## config.mk

```make
export PLATFORM = sky130hd
export DESIGN_NAME = sound_mixer
export DESIGN_NICKNAME = d
export VERILOG_FILES = /design/src/rtl/sound_mixer.sv
export SDC_FILE = /design/constraint.sdc
export NUM_CORES = 1
export LEC_CHECK = 0
export ABC_CLOCK_PERIOD_IN_PS = 4900
export CORE_MARGIN = 1.5
export CORE_UTILIZATION = 48
export DETAILED_ROUTE_END_ITERATION = 8
export GPL_TIMING_DRIVEN = 0
export PLACE_DENSITY_LB_ADDON = 0.08
export SLEW_MARGIN = 20
export SYNTH_ARGS = -nofsm -noshare
export SYNTH_HDL_FRONTEND = slang
export SYNTH_SLANG_ARGS = --single-unit
export TNS_END_PERCENT = 50
```

## constraint.sdc

```tcl
create_clock -name I_CLK -period 4.9 [get_ports I_CLK]
set_clock_uncertainty 0.1 [all_clocks]
set_input_delay 0.98 -clock I_CLK [delete_from_list [all_inputs] [get_ports I_CLK]]
set_output_delay 0.98 -clock I_CLK [all_outputs]
set_load 0.02 [all_outputs]
```

## src/rtl/sound_mixer.sv

```systemverilog
// sound_mixer
//   Mixes the four sound channel samples into left/right samples for the AC97
//   path. One mix per I_STROBE frame, time-multiplexed one channel per clock,
//   then a single volume scale per side.
//
//   Optional feature macro: SOUND_MIXER_VIN_EN
//     Adds the cartridge VIN input as a fifth accumulated source (routed by
//     NR50[7] left / NR50[3] right), moves SCALE one clock later and
//     saturates the scaled result to the SAMPLE_W range.
//
// Ports
//   I_CLK          system clock
//   I_RESET_L      asynchronous active-low reset
//   I_STROBE       one-cycle frame pulse, starts a mix
//   I_MASTER_EN    NR52[7]; 0 forces the mix result to 0
//   I_NR50         [6:4] left volume, [2:0] right volume
//   I_NR51         [7:4] ch4..ch1 to left, [3:0] ch4..ch1 to right
//   I_CH1..4_SAMPLE signed channel samples
//   I_VIN_SAMPLE   signed cartridge audio (SOUND_MIXER_VIN_EN only)
//   O_LEFT/O_RIGHT signed mixed samples, held between mixes
//   O_VALID        one-cycle pulse when O_LEFT/O_RIGHT update
//   O_DROP         one-cycle pulse when a strobe arrives during a mix
//
// FSM states
//   state | meaning
//   IDLE  | waiting for I_STROBE; snapshot inputs and clear accumulators
//   ACC   | add one source per clock to the left/right accumulators
//   SCALE | multiply by volume+1, shift by 5, register outputs, pulse O_VALID

module sound_mixer #(
  parameter int SAMPLE_W = 20
) (
  input  logic                I_CLK,
  input  logic                I_RESET_L,
  input  logic                I_STROBE,
  input  logic                I_MASTER_EN,
  input  logic [7:0]          I_NR50,
  input  logic [7:0]          I_NR51,
  input  logic [SAMPLE_W-1:0] I_CH1_SAMPLE,
  input  logic [SAMPLE_W-1:0] I_CH2_SAMPLE,
  input  logic [SAMPLE_W-1:0] I_CH3_SAMPLE,
  input  logic [SAMPLE_W-1:0] I_CH4_SAMPLE,
`ifdef SOUND_MIXER_VIN_EN
  input  logic [SAMPLE_W-1:0] I_VIN_SAMPLE,
`endif
  output logic [SAMPLE_W-1:0] O_LEFT,
  output logic [SAMPLE_W-1:0] O_RIGHT,
  output logic                O_VALID,
  output logic                O_DROP
);

  localparam int AW = SAMPLE_W + 3;
  localparam int PW = SAMPLE_W + 7;
`ifdef SOUND_MIXER_VIN_EN
  localparam int NCH = 5;
`else
  localparam int NCH = 4;
`endif
  localparam int IDX_W = (NCH > 4) ? 3 : 2;
  localparam logic [IDX_W-1:0] LAST_IDX = IDX_W'(NCH - 1);

  typedef enum logic [1:0] {
    IDLE,
    ACC,
    SCALE
  } state_t;

  state_t                      state;
  logic [IDX_W-1:0]            idx;
  logic signed [AW-1:0]        acc_l;
  logic signed [AW-1:0]        acc_r;
  logic signed [SAMPLE_W-1:0]  snap_ch [NCH];
  logic [7:0]                  snap_nr50;
  logic [7:0]                  snap_nr51;
  logic                        snap_master;

  logic [NCH-1:0]              route_l;
  logic [NCH-1:0]              route_r;
  logic [3:0]                  volp1_l;
  logic [3:0]                  volp1_r;
  logic signed [PW-1:0]        prod_l;
  logic signed [PW-1:0]        prod_r;
  logic signed [PW-1:0]        shr_l;
  logic signed [PW-1:0]        shr_r;
  logic [SAMPLE_W-1:0]         res_l;
  logic [SAMPLE_W-1:0]         res_r;

`ifdef SOUND_MIXER_VIN_EN
  assign route_l = {snap_nr50[7], snap_nr51[7:4]};
  assign route_r = {snap_nr50[3], snap_nr51[3:0]};
`else
  assign route_l = snap_nr51[7:4];
  assign route_r = snap_nr51[3:0];
`endif

`ifdef SOUND_MIXER_VIN_EN
  localparam logic signed [PW-1:0] S_MAX = {{(PW-SAMPLE_W+1){1'b0}}, {(SAMPLE_W-1){1'b1}}};
  localparam logic signed [PW-1:0] S_MIN = {{(PW-SAMPLE_W+1){1'b1}}, {(SAMPLE_W-1){1'b0}}};
`else
  // Without VIN the scaled sum always fits SAMPLE_W, so the upper bits are
  // pure sign copies and NR50[7]/[3] have no meaning.
  logic unused_bits;
  assign unused_bits = ^{shr_l[PW-1:SAMPLE_W], shr_r[PW-1:SAMPLE_W],
                         snap_nr50[7], snap_nr50[3]};
`endif

  // Shared scaler per side; vol+1 is zero-extended so it stays positive.
  always_comb begin
    volp1_l = {1'b0, snap_nr50[6:4]} + 4'd1;
    volp1_r = {1'b0, snap_nr50[2:0]} + 4'd1;
    prod_l  = PW'(acc_l) * $signed(PW'(volp1_l));
    prod_r  = PW'(acc_r) * $signed(PW'(volp1_r));
    shr_l   = prod_l >>> 5;
    shr_r   = prod_r >>> 5;
`ifdef SOUND_MIXER_VIN_EN
    if (shr_l > S_MAX)      res_l = S_MAX[SAMPLE_W-1:0];
    else if (shr_l < S_MIN) res_l = S_MIN[SAMPLE_W-1:0];
    else                    res_l = shr_l[SAMPLE_W-1:0];
    if (shr_r > S_MAX)      res_r = S_MAX[SAMPLE_W-1:0];
    else if (shr_r < S_MIN) res_r = S_MIN[SAMPLE_W-1:0];
    else                    res_r = shr_r[SAMPLE_W-1:0];
`else
    res_l = shr_l[SAMPLE_W-1:0];
    res_r = shr_r[SAMPLE_W-1:0];
`endif
    if (!snap_master) begin
      res_l = '0;
      res_r = '0;
    end
  end

  always_ff @(posedge I_CLK or negedge I_RESET_L) begin
    if (!I_RESET_L) begin
      state       <= IDLE;
      idx         <= '0;
      acc_l       <= '0;
      acc_r       <= '0;
      for (int i = 0; i < NCH; i++) snap_ch[i] <= '0;
      snap_nr50   <= '0;
      snap_nr51   <= '0;
      snap_master <= 1'b0;
      O_LEFT      <= '0;
      O_RIGHT     <= '0;
      O_VALID     <= 1'b0;
      O_DROP      <= 1'b0;
    end else begin
      O_VALID <= 1'b0;
      O_DROP  <= 1'b0;
      case (state)
        IDLE: begin
          if (I_STROBE) begin
            snap_ch[0]  <= $signed(I_CH1_SAMPLE);
            snap_ch[1]  <= $signed(I_CH2_SAMPLE);
            snap_ch[2]  <= $signed(I_CH3_SAMPLE);
            snap_ch[3]  <= $signed(I_CH4_SAMPLE);
`ifdef SOUND_MIXER_VIN_EN
            snap_ch[4]  <= $signed(I_VIN_SAMPLE);
`endif
            snap_nr50   <= I_NR50;
            snap_nr51   <= I_NR51;
            snap_master <= I_MASTER_EN;
            acc_l       <= '0;
            acc_r       <= '0;
            idx         <= '0;
            state       <= ACC;
          end
        end
        ACC: begin
          if (route_l[idx]) acc_l <= acc_l + AW'(snap_ch[idx]);
          if (route_r[idx]) acc_r <= acc_r + AW'(snap_ch[idx]);
          if (idx == LAST_IDX) state <= SCALE;
          else                 idx   <= idx + IDX_W'(1);
        end
        SCALE: begin
          O_LEFT  <= res_l;
          O_RIGHT <= res_r;
          O_VALID <= 1'b1;
          state   <= IDLE;
        end
        default: state <= IDLE;
      endcase
      // A strobe outside IDLE (including the SCALE edge) is lost.
      if (I_STROBE && (state != IDLE)) O_DROP <= 1'b1;
    end
  end

endmodule

```

==> impl_results.md <==
- Status: complete, no violations
- Gr busiest metal: met2
- CTS Buffer Depth: 2
- Vias per cell: 5.20
- Min Clock Period, post-route: 4.86 ns
- Max Slew Vio Count: 0
- Crit. End Element: flop
- DRC violations left: 0
- Starting Density: 49.3%
- Worst reg-to-reg path cell count: 18
- Initial DRC count: 506
- Sequential-to-total area share from yosys stat: 30.8%
- Gpl congestion: 0.881
- Slew HR: 40.0%
- Initial antenna violation count: 0
- Placed cells: 2254
- CP cell instances: ha_4 -> xor2_4 -> buf_8 -> and2_4 -> ha_4 -> inv_2 -> fa_1 -> fa_1 -> inv_2 -> ha_4 -> or3_4 -> a311oi_4 -> nor3_2 -> or3b_4 -> a2bb2oi_4 -> a21o_1 -> a211o_1 -> a32o_1
- Reg2Reg Launch Point: snap_nr50[5]$_DFFE_PN0P_
- Met3 Use GR: 2.98%
- Setup TNS: 0 ns
- Met1 Usage GRT: 31.9%
- Leakage: 9.01 nW
- Worst min-delay path class: in2async
- CP Buf/Inv Count: 3
- Power Total: 12.9 mW
- Pin count of the biggest net entering global routing: 81
- Final core occ: 60.0%
- Pre-antenna DRT Iters: 4
- Combinational share of power: 66.4%
- CTS buffer count: 17
- WP data arrival: 5.09 ns
- Per-cell routed wire length: 16.1 um
- Fillers: 2705
- Total detailed-routing wirelength: 37.2 mm
- DR vias: 12000
- Skew-Pair Late Insertion Delay: 0.44 ns
- CP Capture Point: O_LEFT[14]$_DFFE_PN0P_
- IO Pins: 142
- Fmax: 0.206 GHz
- Pre-CTS setup slack: -1.00 ns
- Synth Warn #: 0
- Area grow syn2layout: 21.8%
- Switching Share: 46.7%
- Top cell type's share of synthesized area: 30.8%
- CP max stage cell: fa_1
- Yosys cell types: 65
- Port Buffers: 139
- Die width: 181 um
- Flop pwr share: 22.0%
- Synthesized cell area: 0.0152 mm2
- CP Launch Type: flop
- DIE HEIGHT: 181 um
- PnR worst setup slack: 0.0431 ns
- FF-to-FF setup slack: 0.04 ns
- Area occupied by multi-input gates: 0.0100 mm2
- Worst VDD drop: 0.000344 V
- TritonCTS clock tree: done
- Final #Nets: 2223
- H-tree lvl count: 4
- Ys async rst share: 100%
- Actual slew at the worst max-slew pin: 0.899 ns
- Total gr overflow: 0
- First-pass GRT wire length: 60.5 mm
- RSZ-0062 raised after global routing: true
- Post-route ant nets: 0
- Cells after Synth: 1717
- Internal: 6.89 mW
- Max-cap violations: 0
- Diodes inserted: 0
- Met2 Use GR: 37.4%
- Most prevalent standard cell on the critical path: ha_4
- Overall routing resource usage: 23.3%
- CTS Hold Buffers Added: 0
- Crit path largest cell delay: 0.53 ns
- Final Hold Violating Endpoints: 0
- Worst r2r dst: O_LEFT[14]$_DFFE_PN0P_
- NetSw: 6.05 mW
- FF/Latch Area: 0.00468 mm2
- Clock power frac: 11.6%
- Number of synthesized flops with an enable pin: 0
- CP top delay family: adder cells
- Crit-path max FO: 5
- Critical path type: reg2reg
- Synth Net Count: 2038
- DP HPWL: 29.1 mm
- Placement row count: 64
- TritonCTS Sinks: 187
- Pwr per Cell Area: 700 mW/mm2
- Register bit total from synthesis: 187
- Final period utilization: 99.1%
- Clock slew at reported path FFs: 0.07 ns
- Share of layout cells above drive strength 1: 8.79%
- Final Setup Violations: 0
- Synth area leaders: dfrtp_1, ha_1, fa_1, nand2_1, and2_1
- Die area: 0.0327 mm2
- CP startpoint: snap_nr50[5]$_DFFE_PN0P_
- Synth Flop Type: dfrtp_1
- CTS Root Cell: clkbuf_16
- Placeable core region: 0.0308 mm2
- Finished Layout Cells: 2308
- Worst EP required: 5.13 ns
- Number of global-route vias before repair: 12100
- Synthesized area per cell: 8.85 um2
- Most area-hungry cell type in the Yosys netlist: dfrtp_1
- CP Depth: 18
==> layout by cell type, fill, tap and decap left out, types with 10 or more instances in the layout <==
cell	n
inv_1	182
clkdlybuf4s50_1	138
a21o_1	20
buf_4	24
o31ai_1	10
and2_1	126
nand3_1	34
clkbuf_1	50
xor2_1	29
dfrtp_1	183
nor3_1	12
nor2_1	38
ha_4	18
nor2b_1	12
mux4_2	22
clkbuf_16	17
nand2_1	372
fa_1	84
o21bai_1	13
xnor2_1	45
nand2b_1	52
a211oi_1	11
o21ai_0	100
a21oi_1	43
ha_1	116
==> synth_stat cells, types with 5 or more instances <==
cell type,number
and2_1,133
nand2_1,372
nand3_1,35
a21oi_1,49
inv_1,188
nand4_1,8
dfrtp_1,187
nor2b_1,12
nor3_1,12
a21o_1,20
o21bai_1,13
o31ai_1,13
nand2b_1,52
buf_1,5
o21a_1,6
clkbuf_1,58
xnor2_1,46
o21ai_0,106
a211oi_1,14
nor2_1,38
fa_1,84
xor2_1,31
a31oi_1,6
mux4_2,22
ha_1,137
or3_1,5
==> power by group through the flow <==
stage	registers, mW	logic (mW)	clock network (mW)
after floorplan	2.84	5.78	0
after global placement	2.84	7.82	0
final	2.85	8.59	1.51
after detailed placement	2.86	7.99	0
after CTS	2.84	8.33	1.53
after global routing	2.95	9.62	1.60
==> routing by layer <==
| layer | share of wire, % | routed length, um | up-vias |
|---|---|---|---|
| met5 | 0 | 0 | - |
| met4 | 3.4 | 1280 | 0 |
| met3 | 3.5 | 1300 | 57 |
| met2 | 45 | 16900 | 256 |
| met1 | 48 | 17700 | 5680 |
| li1 | - | - | 5999 |
==> registers in the layout, summed over array words and instances, names as in the netlist <==
name         flops
O_DROP           1
O_LEFT          20
O_RIGHT         20
O_VALID          1
acc_l           23
acc_r           23
idx              2
snap_ch         80
snap_master      1
snap_nr50        6
snap_nr51        8
state            2
==> cell families (layout without fill, tap and decap cells) <==
family / Yosys count / count (layout) / share of synthesized area [%]
AND/OR/NAND/NOR: 688 / 688 / 21.4
AO/OA/AOI/OAI: 268 / 268 / 11.3
buffers and inverters: 251 / 446 / 6.20
adder cells (fa/ha/maj): 221 / 221 / 22.4
flip-flops: 187 / 187 / 30.8
XOR/XNOR: 77 / 77 / 4.44
multiplexers: 25 / 25 / 3.46
==> stage by stage <==
step                area [um2]  hold slack (ns)
global placement         17100            0.352
detailed placement       17100            0.357
CTS                      18200            0.308
floorplan                15200            0.340
global route             18500            0.311
finish                   18500            0.302
==> layout make-up <==
class / count / area share (%)
plain buffers: 63 / 1.57
flip-flops and latches: 187 / 25.3
multi-input cells: 1279 / 54.3
inverters: 188 / 3.82
clock buffers: 17 / 2.30
well taps: 396 / 2.68
clock inverters: 12 / 1.04
repair buffers: 166 / 8.95
==> worst min-delay path by stage <==
stage | from | endpoint | slack (ns)
after floorplan | snap_ch[20]$_DFFE_PN0P_ | snap_ch[20]$_DFFE_PN0P_ | 0.34
after global placement | snap_ch[21]$_DFFE_PN0P_ | snap_ch[21]$_DFFE_PN0P_ | 0.35
after detailed placement | snap_ch[21]$_DFFE_PN0P_ | snap_ch[21]$_DFFE_PN0P_ | 0.36
after CTS | I_RESET_L | O_LEFT[14]$_DFFE_PN0P_ | 0.31
after global routing | I_RESET_L | O_LEFT[15]$_DFFE_PN0P_ | 0.31
final | I_RESET_L | O_LEFT[15]$_DFFE_PN0P_ | 0.30
==> repair_timing <==
item	in CTS	in global routing
resized for setup	57	59
buffers inserted	16	9
pin swaps	29	30
endpoints found under the hold margin	0	0
setup endpoints to repair	37	23
gates cloned	0	0
No activity file was read; power rests on OpenSTA's default activity.
